**src/rtl/svm_window_classifier_pkg.sv**
```systemverilog
// HOG window layout definitions shared by the window assembler and the SVM classifier,
// so both ends agree on block and feature bit positions.
package svm_window_classifier_pkg;

  localparam int BLOCK_PIXELS      = 16;
  localparam int WINDOW_BLOCK_COLS = 4;
  localparam int WINDOW_BLOCK_ROWS = 8;

  typedef enum logic [1:0] {
    IDLE,
    ACCUM,
    RESULT
  } state_t;

  function automatic int features(input int input_width, input int feature_width);
    return input_width / feature_width;
  endfunction

  // Block b = row*4+col sits at b*input_width, block 0 at the LSBs of the window bus.
  function automatic int block_lsb(input int blk, input int input_width);
    return blk * input_width;
  endfunction

  function automatic int feature_lsb(input int f, input int feature_width);
    return f * feature_width;
  endfunction

endpackage

```
**src/rtl/svm_weight_mem.sv**
```systemverilog
// Per-block SVM weight register file: one synchronous write port, one combinational read port.
module svm_weight_mem #(
  parameter int DEPTH  = 32,
  parameter int WORD_W = 72,
  parameter int ADDR_W = $clog2(DEPTH)
) (
  input  logic              clk,
  input  logic              wr_en,
  input  logic [ADDR_W-1:0] wr_addr,
  input  logic [WORD_W-1:0] wr_data,
  input  logic [ADDR_W-1:0] rd_addr,
  output logic [WORD_W-1:0] rd_data
);

  logic [WORD_W-1:0] mem [DEPTH];

  always_ff @(posedge clk) begin
    if (wr_en) mem[wr_addr] <= wr_data;
  end

  assign rd_data = mem[rd_addr];

endmodule

```
**src/rtl/svm_window_classifier.sv**
```systemverilog
// Linear SVM scorer: accepts one 32-block window, accumulates one block per cycle,
// then presents score, detect flag and window grid position until taken downstream.
module svm_window_classifier
  import svm_window_classifier_pkg::*;
#(
  parameter int IMAGE_WIDTH       = 640,
  parameter int IMAGE_HEIGHT      = 480,
  parameter int INPUT_WIDTH       = 36,
  parameter int BLOCKS_PER_WINDOW = 32,
  parameter int FEATURE_WIDTH     = 4,
  parameter int WEIGHT_WIDTH      = 8,
  parameter int ACC_WIDTH         = 24,
  parameter int WINDOW_WIDTH      = INPUT_WIDTH * BLOCKS_PER_WINDOW,
  localparam int FEATURES         = features(INPUT_WIDTH, FEATURE_WIDTH)
) (
  input  logic                              clk,
  input  logic                              rst,
  input  logic                              in_valid,
  output logic                              in_ready,
  input  logic [WINDOW_WIDTH-1:0]           detection_window,
  input  logic                              w_wr_en,
  input  logic [4:0]                        w_wr_addr,
  input  logic [FEATURES*WEIGHT_WIDTH-1:0]  w_wr_data,
  input  logic signed [ACC_WIDTH-1:0]       threshold,
  output logic                              out_valid,
  input  logic                              out_ready,
  output logic signed [ACC_WIDTH-1:0]       score,
  output logic                              detect,
  output logic [5:0]                        win_x,
  output logic [4:0]                        win_y
);

  localparam int WIN_COLS = IMAGE_WIDTH / BLOCK_PIXELS - (WINDOW_BLOCK_COLS - 1);
  localparam int WIN_ROWS = IMAGE_HEIGHT / BLOCK_PIXELS - (WINDOW_BLOCK_ROWS - 1);
  localparam int PROD_W   = FEATURE_WIDTH + WEIGHT_WIDTH + 1;
  localparam logic [4:0] LAST_BLK = 5'(BLOCKS_PER_WINDOW - 1);
  localparam logic [5:0] LAST_X   = 6'(WIN_COLS - 1);
  localparam logic [4:0] LAST_Y   = 5'(WIN_ROWS - 1);

  // Dot product of one block: unsigned features times signed weights, sign-extended.
  function automatic logic signed [ACC_WIDTH-1:0] block_dot(
    input logic [INPUT_WIDTH-1:0]            feats,
    input logic [FEATURES*WEIGHT_WIDTH-1:0]  wts
  );
    logic signed [ACC_WIDTH-1:0]     sum;
    logic signed [FEATURE_WIDTH:0]   feat;
    logic signed [WEIGHT_WIDTH-1:0]  wt;
    logic signed [PROD_W-1:0]        prod;
    sum = '0;
    for (int f = 0; f < FEATURES; f++) begin
      feat = $signed({1'b0, feats[feature_lsb(f, FEATURE_WIDTH) +: FEATURE_WIDTH]});
      wt   = $signed(wts[f*WEIGHT_WIDTH +: WEIGHT_WIDTH]);
      prod = feat * wt;
      sum  = sum + ACC_WIDTH'(prod);
    end
    return sum;
  endfunction

  state_t                            state;
  logic [4:0]                        blk;
  logic [5:0]                        pos_x;
  logic [4:0]                        pos_y;
  logic signed [ACC_WIDTH-1:0]       acc;
  logic signed [ACC_WIDTH-1:0]       acc_next;
  logic [WINDOW_WIDTH-1:0]           win_hold;
  logic [INPUT_WIDTH-1:0]            cur_block;
  logic [FEATURES*WEIGHT_WIDTH-1:0]  w_rd;

  svm_weight_mem #(
    .DEPTH  (BLOCKS_PER_WINDOW),
    .WORD_W (FEATURES*WEIGHT_WIDTH),
    .ADDR_W (5)
  ) u_weight_mem (
    .clk     (clk),
    .wr_en   (w_wr_en && (state == IDLE)),
    .wr_addr (w_wr_addr),
    .wr_data (w_wr_data),
    .rd_addr (blk),
    .rd_data (w_rd)
  );

  assign cur_block = win_hold[block_lsb(int'(blk), INPUT_WIDTH) +: INPUT_WIDTH];
  assign acc_next  = acc + block_dot(cur_block, w_rd);

  always_ff @(posedge clk) begin
    if ((state == IDLE) && in_valid) win_hold <= detection_window;
  end

  always_ff @(posedge clk) begin
    if (!rst) begin
      state     <= IDLE;
      in_ready  <= 1'b1;
      out_valid <= 1'b0;
      score     <= '0;
      detect    <= 1'b0;
      win_x     <= '0;
      win_y     <= '0;
      acc       <= '0;
      blk       <= '0;
      pos_x     <= '0;
      pos_y     <= '0;
    end else begin
      unique case (state)
        IDLE: begin
          if (in_valid) begin
            state    <= ACCUM;
            in_ready <= 1'b0;
            acc      <= '0;
            blk      <= '0;
            win_x    <= pos_x;
            win_y    <= pos_y;
            if (pos_x == LAST_X) begin
              pos_x <= '0;
              pos_y <= (pos_y == LAST_Y) ? '0 : pos_y + 5'd1;
            end else begin
              pos_x <= pos_x + 6'd1;
            end
          end
        end
        ACCUM: begin
          acc <= acc_next;
          blk <= blk + 5'd1;
          if (blk == LAST_BLK) begin
            state     <= RESULT;
            out_valid <= 1'b1;
            score     <= acc_next;
            detect    <= (acc_next > threshold);
          end
        end
        RESULT: begin
          if (out_ready) begin
            state     <= IDLE;
            out_valid <= 1'b0;
            in_ready  <= 1'b1;
          end
        end
        default: state <= IDLE;
      endcase
    end
  end

endmodule

```
**config.mk**
```make
export PLATFORM = sky130hd
export DESIGN_NAME = svm_window_classifier
export DESIGN_NICKNAME = d
export VERILOG_FILES = /design/src/rtl/svm_window_classifier_pkg.sv /design/src/rtl/svm_weight_mem.sv /design/src/rtl/svm_window_classifier.sv
export SDC_FILE = /design/constraint.sdc
export NUM_CORES = 2
export LEC_CHECK = 0
export CAP_MARGIN = 30
export CORE_AREA = 2 2 524 526
export CTS_CLUSTER_DIAMETER = 80
export DETAILED_ROUTE_END_ITERATION = 6
export DIE_AREA = 0 0 526 528
export GPL_ROUTABILITY_DRIVEN = 0
export MAX_ROUTING_LAYER = met4
export PLACE_DENSITY = 0.76
export SLEW_MARGIN = 20
export SYNTH_ARGS = -nofsm -noshare
export SYNTH_HDL_FRONTEND = slang
export SYNTH_SLANG_ARGS = --single-unit
```
**constraint.sdc**
```tcl
create_clock -name clk -period 82 [get_ports clk]
set_input_delay 8.2 -clock clk [delete_from_list [all_inputs] [get_ports clk]]
set_output_delay 8.2 -clock clk [all_outputs]
set_load 0.01 [all_outputs]
```
==> Word-level counts from Yosys, hierarchy flattened <==
Memory sizes are Yosys's and may differ from the RTL's. A register that Yosys moved wholly into a read port is not among the register bits.
Index checks and enable logic that the tools add are counted.
{ "totals": {"reg_bits": 1232, "ramBits": 2304, "output_inout_bits": 38, "elab_cells": 78, "mem_count": 1} }
{ "classes": {"addsub": 12, "n_mul": 10, "magnitude_cmp": 1, "n_eq_ne": 8, "shift": 1, "muxes": 20, "n_reduce_logical": 13} }
{ "mem_list": {"columns": ["memory", "depth", "width", "rd", "rd_clocked_by_memory_dff", "wr", "line", "rtl"], "rows": [
  ["u_weight_mem.mem", 32, 72, 1, 1, 1, "svm_weight_mem.sv:15", "logic [WORD_W-1:0] mem [DEPTH];"]
]} }
{ "ops": {"columns": ["op", "count"], "rows": [
  ["indexed part select 1152 x 12 -> 36 bit", 1],
  ["multiplier 5 x 8 -> 13 bit", 9],
  ["one-hot mux 24 bit (2 select lines)", 1],
  ["adder 24 x 21 -> 24 bit", 1],
  ["greater-than comparator 24 bit", 1],
  ["2-to-1 mux 24 bit", 1],
  ["adder 20 x 13 -> 21 bit", 1],
  ["adder 19 x 13 -> 20 bit", 1],
  ["2-to-1 mux 5 bit", 4],
  ["adder 18 x 13 -> 19 bit", 1],
  ["adder 17 x 13 -> 18 bit", 1],
  ["adder 16 x 13 -> 17 bit", 1],
  ["adder 15 x 13 -> 16 bit", 1],
  ["adder 14 x 13 -> 15 bit", 1],
  ["adder 13 x 13 -> 14 bit", 1],
  ["AND reduction 3 bit", 4],
  ["adder 5 x 1 -> 5 bit (second input constant)", 2],
  ["equality test 5 bit (second input constant)", 2],
  ["one-hot mux 5 bit (2 select lines)", 1],
  ["multiplier 5 x 4 -> 9 bit (second input constant)", 1],
  ["adder 6 x 1 -> 6 bit (second input constant)", 1],
  ["equality test 6 bit (second input constant)", 1],
  ["2-to-1 mux 1 bit", 6],
  ["2-to-1 mux 2 bit", 3],
  ["other kinds (10)", 18]
]} }

==> Logic depth before layout (Yosys ltp) <==
{ "depth": {"word_depth": 13, "depth_mapped": 41} }

==> By module <==
Synthesis repeated with hierarchy kept, for this count alone.
{ "hier_totals": {"cells_unflattened": 6986, "area_unflattened_um2": 149134.3} }
{ "modules_own_cells": {"columns": ["mod", "n_inst", "cells_per_inst", "area_each_um2", "seq_area_each_um2"], "rows": [
  ["svm_weight_mem", 1, 3411, 87371.3, 69186.4],
  ["svm_window_classifier", 1, 3575, 61763.0, 36194.7]
]} }

==> Worst setup path before layout <==
Ideal clock, no wire load.
{ "synth_timing": {"path_kind": "input -> register", "start": "input in_valid", "end": "register state[0]", "arrival_time_ns": 41.648, "t_required_ns": 81.818, "path_slack_ns": 40.170, "stages": 4, "n_path_buf": 1, "path_cell_list": "nand2_1 > clkinv_1 > clkbuf_1 > o21a_1"} }
{ "synth_between": {"elab_chain_cells": 2} }
{ "synth_rtl": {"columns": ["item", "line", "rtl"], "rows": [
  ["start, declared", "svm_window_classifier.sv:18", "input logic in_valid,"],
  ["inequality test 2 bit (no source line)", null, null],
  ["AND reduction 3 bit (no source line)", null, null],
  ["end signal, assigned", "svm_window_classifier.sv:91", "state <= IDLE;"],
  ["end signal, assigned", "svm_window_classifier.sv:106", "state <= ACCUM;"],
  ["end signal, assigned", "svm_window_classifier.sv:124", "state <= RESULT;"],
  ["end, declared", "svm_window_classifier.sv:59", "state_t state;"]
]} }
No other way between the ends.
A chain may end at the register's enable or synchronous reset.

==> Final worst setup path <==
{ "layout_timing": {"start": "input in_valid", "end": "register win_hold[472] (enable)"} }
{ "layout_between": {"elab_chain_cells": 1} }
{ "layout_rtl": {"columns": ["item", "line", "rtl"], "rows": [
  ["logical AND 1 bit", "svm_window_classifier.sv:86", "if ((state == IDLE) && in_valid) win_hold <= detection_window;"],
  ["end signal, assigned", "svm_window_classifier.sv:86", null],
  ["end, declared", "svm_window_classifier.sv:65", "logic [WINDOW_WIDTH-1:0] win_hold;"]
]} }
No other way between the ends.

==> flow_summary.yaml <==
status:
  status: "complete, but fails checks"
  violations: "DRC"
global_routing:
  antenna_found_initial: 163
  first_global_vias: 80706
  grt_max_degree: 192
  grt_util_all_layers: 0.363
  grt_first_pass_wirelength_mm: 662
  overflow: 0
synth:
  ys.warnings.count: 0
  synth-main-ff-cell: "edfxtp_1"
  async_reset_ff_frac: 0
  synth_top_area_share: 0.698
  syn_area_per_cell_um2: 21.6
  yosysSeqAreaShare: 0.709
  syn_nets: 8727
  synthCells: 6882
  synth_area_leaders: "edfxtp_1 70%, mux4_2 16%, fa_1 5.4%, ha_1 1.6%, inv_1 1.4%"
  synth_edf_count: 3456
  netlist_area_mm2: 0.149
  yosysUniqueCellTypes: 58
  ys_ff_latch: 3541
  yosysTopAreaCell: "edfxtp_1"
floorplan:
  die_w_um: 526
  die_area_mm2: 0.278
  io_pins: 1296
  die_y_um: 528
  rows: 192
  start_util: 0.546
  core_area_mm2: 0.272
clock_network:
  numCtsBuffers: 361
  clk_pin_slew_ns: 0.06
  htreeDepth: 5
  cts_tree: "done"
  cts_num_sinks: 3541
  cts_max_path_buffers: 4
  cts_resized: 0
  post_cts_buffers: 0
  root_buffer: "clkbuf_16"
  worstSkewPairLatency_ns: 0.99
  ctsHoldBuffers: 0
sta:
  holdWs_ns: 0.462
  setup_tns_ns: 0
  fin_skew_ns: 0.0924
  fin_crit_ns: 16.70
  worstMarginPinSlew_ns: 1.26
  rsz0062_at_grt: "no"
  hold_viol: 0
  slew-limit-headroom: 0.161
  fmax_ghz: 0.0599
  finalMaxSlewViolations: 0
  period_share: 0.204
  finalSetupViolations: 0
worst_hold_path:
  min_path_cells: 2
  hp-class: "reg2reg"
cells_and_area:
  layout_common_cells: "3456 x edfxtp_1, 1285 x clkdlybuf4s50_1, 1080 x mux4_2"
  drive_above_1_share: 0.224
  final_common_cell: "edfxtp_1"
  multiInputGateArea_mm2: 0.0402
  fillers: 17253
  seq_area_mm2: 0.106
  areaGrowthSynthToFinish_pct: 21.0
  nets: 10350
job:
  maxCapViolations: 0
setup_path:
  r2r_cells: 39
  endpoint_kind: "register"
  start_kind: "input port"
  crit_top_cell: "buf_4"
  critPathRequiredTime_ns: 82.55
  cp_slowest_cell: "buf_4"
  cp.arrival_ns: 17.25
  path_cells: "clkdlybuf4s50_1 > nand2_1 > buf_4 > inv_8 > buf_4 > buf_4 > buf_4 > buf_4 > buf_4 > buf_4 > buf_12 > buf_4 > buf_16 > buf_4"
  path_max_fanout: 185
  slowest_delay_ns: 0.84
  regToRegSetupSlack_ns: 66.03
  crit_type: "in2reg"
route:
  drtIter0Drc: 11870
  vias: 80995
  dr.pass1.iters: 7
  drt-total-wl_mm: 492
  wl_per_cell_um: 38.9
  ant_nets: 0
  drc_errors: 2
  vias_per_cell: 6.40
place:
  hpwl_mm: 326
  port_buffers: 1295
==> critical path, delay by kind of cell <==
| family | cells | cell delay, ns |
|---|---|---|
| buf+inv | 13 | 8.24 |
| simple gates | 1 | 0.07 |
==> kinds of logic after synthesis <==
| kind of cell | share of synthesized area |
|---|---|
| buffers and inverters | 0.0230 |
| AO/OA/AOI/OAI | 0.00696 |
| flip-flops | 0.709 |
| multiplexers | 0.173 |
| adder cells (fa/ha/maj) | 0.0695 |
| XOR/XNOR | 0.00200 |
| AND/OR/NAND/NOR | 0.0160 |
==> worst paths after layout <==
kind / start / to
worst max-delay path: in_valid / win_hold[472]
worst min register to register: win_y[2] / win_y[2]
worst min-delay path: win_y[2] / win_y[2]
worst max register to register: register / detect
==> cells in the mapped netlist (4+ instances only) <==
cell      instances
mux4_2         1080
o21a_1            6
nor3b_1           4
inv_2             4
dfxtp_1          85
buf_1            32
inv_1           541
a31oi_1           9
nand2b_1          6
a211oi_1          6
or3_1             6
a21boi_0         34
mux2_2           19
o21ai_0          36
edfxtp_1       3456
and3_1            4
ha_1            188
buf_6            22
nor2_1          279
mux2i_4          25
and2_1           12
buf_4            23
fa_1            399
nor3_1            5
xnor2_1          20
nand3_1          24
a21o_1            8
or2_1             6
a22o_1            9
nor2b_1          13
buf_2            71
nand2_1         136
or2_2            24
clkbuf_1        125
nand4_1          12
xor2_1           14
nand4b_1          4
a21oi_1          37
mux2i_2           5
mux2i_1          62
==> metrics by stage <==
step	std cells	area, µm²	utilization	worst slack [ns]
after floorplan	6882	149000	-	40.17
after global placement	11649	166000	0.611	64.55
after detailed placement	11663	167000	0.612	64.50
after CTS	12301	178000	0.655	65.37
after global routing	12621	180000	0.661	64.84
final	12649	180000	0.661	65.30
==> flip-flops by register name, indices dropped and copies added, names as in the netlist, 2 cells and up, named ones only <==
signal and count:
acc 24, blk 5, pos_x 6, pos_y 5, score 24, state 2, u_weight_mem.mem 2304, win_hold 1152
win_x 6, win_y 5
==> area by class of cell <==
class	count	share of cell area
antenna	280	0.00389
multi-input combinational	2521	0.223
clock buffer	443	0.0528
inverter	546	0.0114
timing repair buffer	1534	0.0863
sequential	3541	0.586
clock inverter	195	0.0115
tap	3589	0.0249
==> metal layers <==
layer,up-vias,global-route usage,wire (µm)
met2,6163,0.540,231000
met1,42654,0.463,173000
li1,31162,-,-
met4,0,0.193,29500
met3,1016,0.0942,58800
met5,-,-,0
Power is not shown: default switching activity piles up to over one toggle a cycle in this logic, so the estimate is an artifact.
